[src/rtl/ff_bank_pkg.sv]
// Shared encodings for the flip-flop bank: bank modes and RS conflict policies.
package ff_bank_pkg;

   // Bank operating mode, sampled on every enabled edge.
   typedef enum logic [1:0] {
      ModeRs = 2'd0,
      ModeJk = 2'd1,
      ModeD  = 2'd2,
      ModeT  = 2'd3
   } mode_e;

   // Outcome of S=R=1 in RS mode.
   localparam int unsigned RsPolicyHold  = 0;
   localparam int unsigned RsPolicySet   = 1;
   localparam int unsigned RsPolicyReset = 2;

endpackage

[src/rtl/ff_cell.sv]
// Next-state function of one flip-flop channel; purely combinational.
module ff_cell
   import ff_bank_pkg::*;
#(
   parameter int unsigned RS_POLICY = RsPolicyHold
) (
   input  logic [1:0] mode,
   input  logic       a,
   input  logic       b,
   input  logic       q,
   output logic       d
);

   // Decode the channel's next value from the current mode and inputs.
   always_comb begin
      d = q;
      unique case (mode_e'(mode))
         ModeRs: begin
            unique case ({a, b})
               2'b10:   d = 1'b1;
               2'b01:   d = 1'b0;
               2'b11: begin
                  if (RS_POLICY == RsPolicySet) begin
                     d = 1'b1;
                  end else if (RS_POLICY == RsPolicyReset) begin
                     d = 1'b0;
                  end else begin
                     d = q;
                  end
               end
               default: d = q;
            endcase
         end
         ModeJk: begin
            unique case ({a, b})
               2'b10:   d = 1'b1;
               2'b01:   d = 1'b0;
               2'b11:   d = ~q;
               default: d = q;
            endcase
         end
         ModeD:   d = a;
         ModeT:   d = q ^ a;
         default: d = q;
      endcase
   end

endmodule

[src/rtl/ff_bank.sv]
// Bank of WIDTH configurable flip-flops with sticky RS-conflict flags and a
// saturating conflict counter.
module ff_bank
   import ff_bank_pkg::*;
#(
   parameter int unsigned       WIDTH     = 8,
   parameter logic [WIDTH-1:0]  RST_VAL   = '0,
   parameter int unsigned       RS_POLICY = RsPolicyHold,
   parameter int unsigned       CNT_W     = 8
) (
   input  logic             clk,
   input  logic             rst_n,
   input  logic             en,
   input  logic [1:0]       mode,
   input  logic [WIDTH-1:0] a,
   input  logic [WIDTH-1:0] b,
   input  logic             clr_flag,
   output logic [WIDTH-1:0] q,
   output logic [WIDTH-1:0] qb,
   output logic [WIDTH-1:0] conflict,
   output logic             conflict_any,
   output logic [CNT_W-1:0] conflict_cnt
);

   localparam logic [CNT_W-1:0] CntMax = '1;
   localparam logic [CNT_W-1:0] CntOne = CNT_W'(1);

   logic [WIDTH-1:0] q_q, q_d, cell_d;
   logic [WIDTH-1:0] conflict_q, conflict_d;
   logic [CNT_W-1:0] cnt_q, cnt_d;
   logic [WIDTH-1:0] hit;
   logic             hit_any;

   for (genvar i = 0; i < WIDTH; i++) begin : g_cell
      ff_cell #(
         .RS_POLICY (RS_POLICY)
      ) u_cell (
         .mode (mode),
         .a    (a[i]),
         .b    (b[i]),
         .q    (q_q[i]),
         .d    (cell_d[i])
      );
   end

   // Detect this edge's conflicts and compute channel/flag/counter next state.
   always_comb begin
      hit     = (en && (mode == ModeRs)) ? (a & b) : '0;
      hit_any = |hit;
      q_d     = en ? cell_d : q_q;
      // A new conflict in the same cycle as a clear survives the clear.
      if (clr_flag) begin
         conflict_d = hit;
         cnt_d      = hit_any ? CntOne : '0;
      end else begin
         conflict_d = conflict_q | hit;
         cnt_d      = cnt_q;
         if (hit_any && (cnt_q != CntMax)) begin
            cnt_d = cnt_q + CntOne;
         end
      end
   end

   // State registers with asynchronous active-low reset.
   always_ff @(posedge clk or negedge rst_n) begin
      if (!rst_n) begin
         q_q        <= RST_VAL;
         conflict_q <= '0;
         cnt_q      <= '0;
      end else begin
         q_q        <= q_d;
         conflict_q <= conflict_d;
         cnt_q      <= cnt_d;
      end
   end

   // Outputs derive from registers only; no path from a or b.
   always_comb begin
      q            = q_q;
      qb           = ~q_q;
      conflict     = conflict_q;
      conflict_any = |conflict_q;
      conflict_cnt = cnt_q;
   end

endmodule

[config.mk]
export PLATFORM = sky130hd
export DESIGN_NAME = ff_bank
export DESIGN_NICKNAME = d
export VERILOG_FILES = /design/src/rtl/ff_bank_pkg.sv /design/src/rtl/ff_cell.sv /design/src/rtl/ff_bank.sv
export SDC_FILE = /design/constraint.sdc
export NUM_CORES = 1
export LEC_CHECK = 0
export CAP_MARGIN = 20
export CORE_MARGIN = 10
export CORE_UTILIZATION = 48
export DETAILED_ROUTE_END_ITERATION = 10
export PLACE_DENSITY_LB_ADDON = 0.08
export SLEW_MARGIN = 10
export SYNTH_ARGS = -nofsm -noshare
export SYNTH_HDL_FRONTEND = slang
export SYNTH_SLANG_ARGS = --single-unit
[constraint.sdc]
create_clock -name clk -period 3.9 [get_ports clk]
set_input_delay 0.78 -clock clk [delete_from_list [all_inputs] [get_ports clk]]
set_output_delay 0.78 -clock clk [all_outputs]
set_load 0.05 [all_outputs]
==> results.json, run 1 <==
{
  "p_total_w": 0.0008439,
  "drv_cap": 0,
  "clk_path_buf_depth": 2,
  "outcome": "complete, no violations",
  "cts_inserted_buffers": 3,
  "drt_iter0_markers": 72,
  "cp.arrival_ns": 2.97,
  "ys_ff_latch": 24,
  "routed_wl_um": 4344,
  "hold_violations": 0,
  "leakage_nw": 0.8636,
  "syn_area_um2": 1493,
  "grt_pass1_vias": 1489,
  "grt_usage_pct": 15.32,
  "io_buffers": 54,
  "yosys.area_share.simple_pct": 17.69,
  "fin_nets": 239,
  "synthAdderAreaFrac_pct": 0.8382,
  "n_fill_cell": 273,
  "cts_max_level": 1,
  "hold_path_class": "register to register",
  "synth.largest_area_cell": "dfrtp_1",
  "path_class": "input port to register",
  "postRouteAntennaNets": 0,
  "ios": 55,
  "required_ns": 4.15,
  "rsz0062_at_grt": "no",
  "syn_area_per_cell_um2": 8.678,
  "overflow": 0,
  "cts_hold_buf": 0,
  "synth_compound_area_share_pct": 27.58,
  "die_y_um": 75.77,
  "synth_xor_area_share_pct": 0,
  "post_cts_resized": 0,
  "clockRootBuffer": "clkbuf_4",
  "die_width_um": 75.77,
  "clock_skew_ns": 0.01022,
  "crit_path_max_fanout": 23,
  "netlist-cell-type-count": 40,
  "grt_pass1_wl_um": 6975,
  "area_growth_pct": 36.21,
  "min_period_ns": 2.716,
  "drc": 0,
  "power_density_nw_per_um2": 415.0,
  "clk_pin_slew_ns": 0.14,
  "num_vias": 1472,
  "grt_antenna_before_repair": 0,
  "place_hpwl_um": 3435,
  "cts_tree": "yes",
  "start_util_pct": 49.71,
  "post_cts_buffers": 0,
  "vias_per_cell": 5.935,
  "slew_headroom_pct": 53.92,
  "place.gp.congestion": 0.7787,
  "clk_latency_ns": 0.32,
  "synth_top_area_share_pct": 40.23,
  "synthCells": 172,
  "synth_top_family_by_area": "compound AO/OA/AOI/OAI gates",
  "yosys_warnings": 0,
  "maxSlewViolCount": 0,
  "final.period_utilization_pct": 69.64,
  "syn-num-nets": 195,
  "finalSetupViolations": 0,
  "ff_latch_area_um2": 600.6,
  "peakVddDrop_v": 0.0002835,
  "rows": 20,
  "drtPass1Iterations": 4,
  "fmax_ghz": 0.3682,
  "multi_input_area_um2": 728.2,
  "worst_setup_path_end_kind": "register",
  "synthMuxAreaShare_pct": 2.682,
  "grt_max_degree": 25,
  "fin_tns_setup_ns": 0,
  "tightest_slew_ns": 0.6891,
  "dieArea_um2": 5740,
  "cts_sinks": 24,
  "diodes": 0,
  "core_area_um2": 3003,
  "wl_per_cell_um": 17.52,
  "worstSetupStartpointType": "input port",
  "ys_seq_area_share_pct": 40.23,
  "synth_area_leaders": "dfrtp_1 40%, nand2_1 6.0%, inv_1 4.8%, o2bb2ai_1 4.7%, o21ai_0 4.0%",
  "drive_gt1_share_pct": 5.116
}
==> sequential cells by signal, summed over array words and instances (netlist names) <==
name          count
conflict          8
q                 8
conflict_cnt      8
==> routing by layer <==
| metal | up-vias | track usage [%] | share of wire [%] |
|---|---|---|---|
| met1 | 723 | 16.30 | 39 |
| li1 | 706 | - | - |
| met2 | 39 | 28.49 | 52 |
| met3 | 4 | 4.167 | 7.5 |
| met5 | - | 0 | 0 |
| met4 | 0 | 4.742 | 0.92 |
==> stage by stage <==
step           util [%]  hold slack, ns  setup slack, ns  area (µm²)  cells
3_5_place_dp      66.00          0.5042           0.8838        1982    243
2_1_floorplan         -          0.4844            1.851        1493    172
6_report          67.71          0.5350            1.184        2033    248
5_1_grt           67.71          0.5601            1.055        2033    248
4_1_cts           67.21          0.5338            1.212        2018    247
3_3_place_gp      66.00          0.5074           0.9302        1982    243
==> synthesized netlist by cell type, drive strengths merged <==
master,number
a21oi,6
a221o,4
a222oi,4
a31oi,3
and2,1
and3,1
and4,1
buf,10
clkbuf,6
dfrtp,24
ha,1
inv,19
mux2i,4
nand2,25
nand2b,1
nand3,1
nand3b,1
nand4,4
nand4b,1
nor2,8
nor3b,1
nor4,2
o211a,1
o211ai,4
o21ai,16
o21bai,2
o22ai,4
o2bb2ai,8
o311ai,1
o31ai,2
o32ai,1
o41ai,1
or3,2
or4,2
==> power breakdown <==
part	switching, W	internal [W]	total [W]
logic	0.000267	0.000141	0.000408
clock network	0.0000770	0.0000570	0.000134
registers	0.0000292	0.000273	0.000302
==> cell usage in the layout, fill, tap and decap left out, drive strengths merged, types with 6 or more instances in the layout <==
master / synthesis / final
nor2: 8 / 8
dfrtp: 24 / 24
a21oi: 6 / 6
clkdlybuf4s50: 0 / 54
o21ai: 16 / 16
o2bb2ai: 8 / 8
nand2: 25 / 25
inv: 19 / 19
==> path summary, 6_finish.rpt <==
kind                                 start               to  cells past startpoint  slack, ns
max in group asynchronous            rst_n  conflict_cnt[0]                      2       2.79
max                                     en  conflict_cnt[5]                      5       1.18
max reg2reg                conflict_cnt[0]  conflict_cnt[5]                      6       1.92
min in group asynchronous            rst_n             q[1]                      1       0.70
min                            conflict[2]      conflict[2]                      1       0.54
min reg2reg                    conflict[2]      conflict[2]                      1       0.54
==> cells by family after synthesis <==
family,count (synthesis)
compound gates,57
simple gates,51
buf+inv,35
flops,24
mux,4
fa+ha+maj,1
==> cell type report <==
type	count	area share (%)
clock buffers	4	1.785
inverters	19	3.508
multi-input cells	113	35.82
flip-flops and latches	24	29.54
well taps	33	2.031
repair buffers	55	27.32
==> worst max-delay path: stages <==
cell and delay [ns]:
clkdlybuf4s50_1 0.91, nand2_2 0.26, o21bai_4 0.32, or4_1 0.52, a21oi_1 0.16
Power figures use the tool's default switching activity.
==> run 2, diff against run 1 <==
Settings changed: CORE_UTILIZATION 48 to 44.
Clock period 3.9 ns to 2.5 ns, I/O delays scaled along.
==> run 2 against run 1 <==
Compared with the run above: critical path depth shrank 2; setup slack lost 1.0 ns; utilization shrank 5.4 points; largest power group unchanged; clock skew shrank 0.0085 ns; clock power grew 55%; highest routed layer unchanged; global-route usage shrank 1.3 points; combinational power grew 55%; via count grew 0.34%; largest cell class unchanged; cell count grew 6.5%.
==> results.json, run 2 (synthesis results as in run 1) <==
{
  "ios": 55,
  "area_growth_pct": 38.31,
  "clock_skew_ns": 0.001672,
  "outcome": "complete, no violations",
  "clkPwrFrac_pct": 15.9,
  "fin_nets": 242,
  "grt_usage_pct": 14.07,
  "swShare_pct": 43.74,
  "wl_per_cell_um": 16.36,
  "crit_buf_inv": 1,
  "grt_pass1_vias": 1444,
  "post_cts_buffers": 0,
  "grt_pass1_wl_um": 7162,
  "num_vias": 1477,
  "cts_max_level": 1,
  "place_hpwl_um": 3342,
  "slowest_stage": "clkdlybuf4s50_1",
  "rsz0062_at_grt": "no",
  "clk_path_buf_depth": 2,
  "post_cts_resized": 0,
  "clk_pin_slew_ns": 0.14,
  "place.gp.congestion": 0.7677,
  "routed_wl_um": 4318,
  "leakage_nw": 0.8754,
  "tightest_slew_ns": 0.5168,
  "peakVddDrop_v": 0.0002896,
  "overflow": 0,
  "maxSlewViolCount": 0,
  "required_ns": 2.00,
  "drtPass1Iterations": 4,
  "dieArea_um2": 6122,
  "postRouteAntennaNets": 0,
  "start_util_pct": 45.09,
  "drive_gt1_share_pct": 6.422,
  "placedCellCount": 260,
  "finalSetupViolations": 0,
  "hold_violations": 0,
  "drv_cap": 0,
  "crit_path_max_fanout": 3,
  "die_width_um": 78.25,
  "critPathTopFamily": "buffers and inverters",
  "rows": 21,
  "final.period_utilization_pct": 92.81,
  "worstPathCellList": "nor4_1 -> nand2_1 -> clkdlybuf4s50_1",
  "clockRootBuffer": "clkbuf_4",
  "drt_iter0_markers": 100,
  "min_period_ns": 2.320,
  "cp.arrival_ns": 1.82,
  "io_buffers": 54,
  "power.switching_w": 0.0005723,
  "power_density_nw_per_um2": 633.7,
  "path_class": "register to primary output",
  "vias_per_cell": 5.595,
  "finalNonFillerCells": 264,
  "fin_tns_setup_ns": 0,
  "slew_headroom_pct": 65.44,
  "pwr-share-seq_pct": 35.7,
  "fmax_ghz": 0.4310,
  "crit_path_max_incr_delay_ns": 0.71,
  "core_area_um2": 3311,
  "cts_inserted_buffers": 3,
  "cts_tree": "yes",
  "diodes": 0,
  "clk_latency_ns": 0.31,
  "grt_antenna_before_repair": 0,
  "cts_hold_buf": 0,
  "hold_path_class": "input port to async pin",
  "intPower_w": 0.0007360,
  "layout_commonest_cell": "clkdlybuf4s50_1",
  "grt_max_degree": 25,
  "drc": 0,
  "die_y_um": 78.25,
  "worstSetupStartpointType": "register",
  "p_comb_share_pct": 48.4,
  "cts_sinks": 24,
  "layout_common_cells": "54 x clkdlybuf4s50_1, 24 x nand2_1, 24 x dfrtp_1, 19 x inv_1, 12 x o21ai_0",
  "worst_setup_path_end_kind": "primary output"
}
==> run 2: layout make-up <==
cell class / count / area (µm²)
multi-input cells: 113 / 728.2
inverters: 19 / 71.32
well taps: 46 / 57.56
repair buffers: 58 / 570.5
flip-flops and latches: 24 / 600.6
clock buffers: 4 / 36.28
fillers: 296 / 1246
==> run 2: power groups by stage <==
stage / combinational (W) / sequential (W) / clock [W]
after floorplan: 0.000435 / 0.000488 / 0
after global placement: 0.000627 / 0.000470 / 0
after detailed placement: 0.000638 / 0.000474 / 0
after CTS: 0.000639 / 0.000467 / 0.000213
after global routing: 0.000673 / 0.000475 / 0.000236
final: 0.000633 / 0.000467 / 0.000208
==> run 2: final timing paths <==
kind                                  from               to  slack [ns]  cells past startpoint
setup reg to reg           conflict_cnt[0]  conflict_cnt[5]        0.53                      6
hold / removal                       rst_n             q[1]        0.53                      2
min in group clk               conflict[7]      conflict[7]        0.54                      1
hold reg to reg                conflict[7]      conflict[7]        0.54                      1
max in group asynchronous            rst_n             q[2]        1.74                      2
setup / recovery               conflict[4]     conflict_any        0.18                      3
==> run 2: stage by stage <==
step	util [%]	worst slack [ns]	instance area, µm²	hold slack (ns)	total power (W)
2_1_floorplan	-	0.4510	1493	0.2044	0.0009232
3_3_place_gp	61.26	0.3236	2028	0.5110	0.001097
3_5_place_dp	61.26	0.2446	2028	0.5140	0.001112
4_1_cts	62.36	0.1506	2064	0.5280	0.001318
5_1_grt	62.36	0.06619	2064	0.5470	0.001384
6_report	62.36	0.1798	2064	0.5253	0.001308
==> run 2: metal layers <==
layer / global-route usage, % / up-vias / routed length [µm]
met2: 24.75 / 57 / 2216
li1: - / 717 / -
met4: 2.688 / 0 / 24
met1: 16.84 / 701 / 1786
met3: 3.759 / 2 / 290
met5: 0 / - / 0
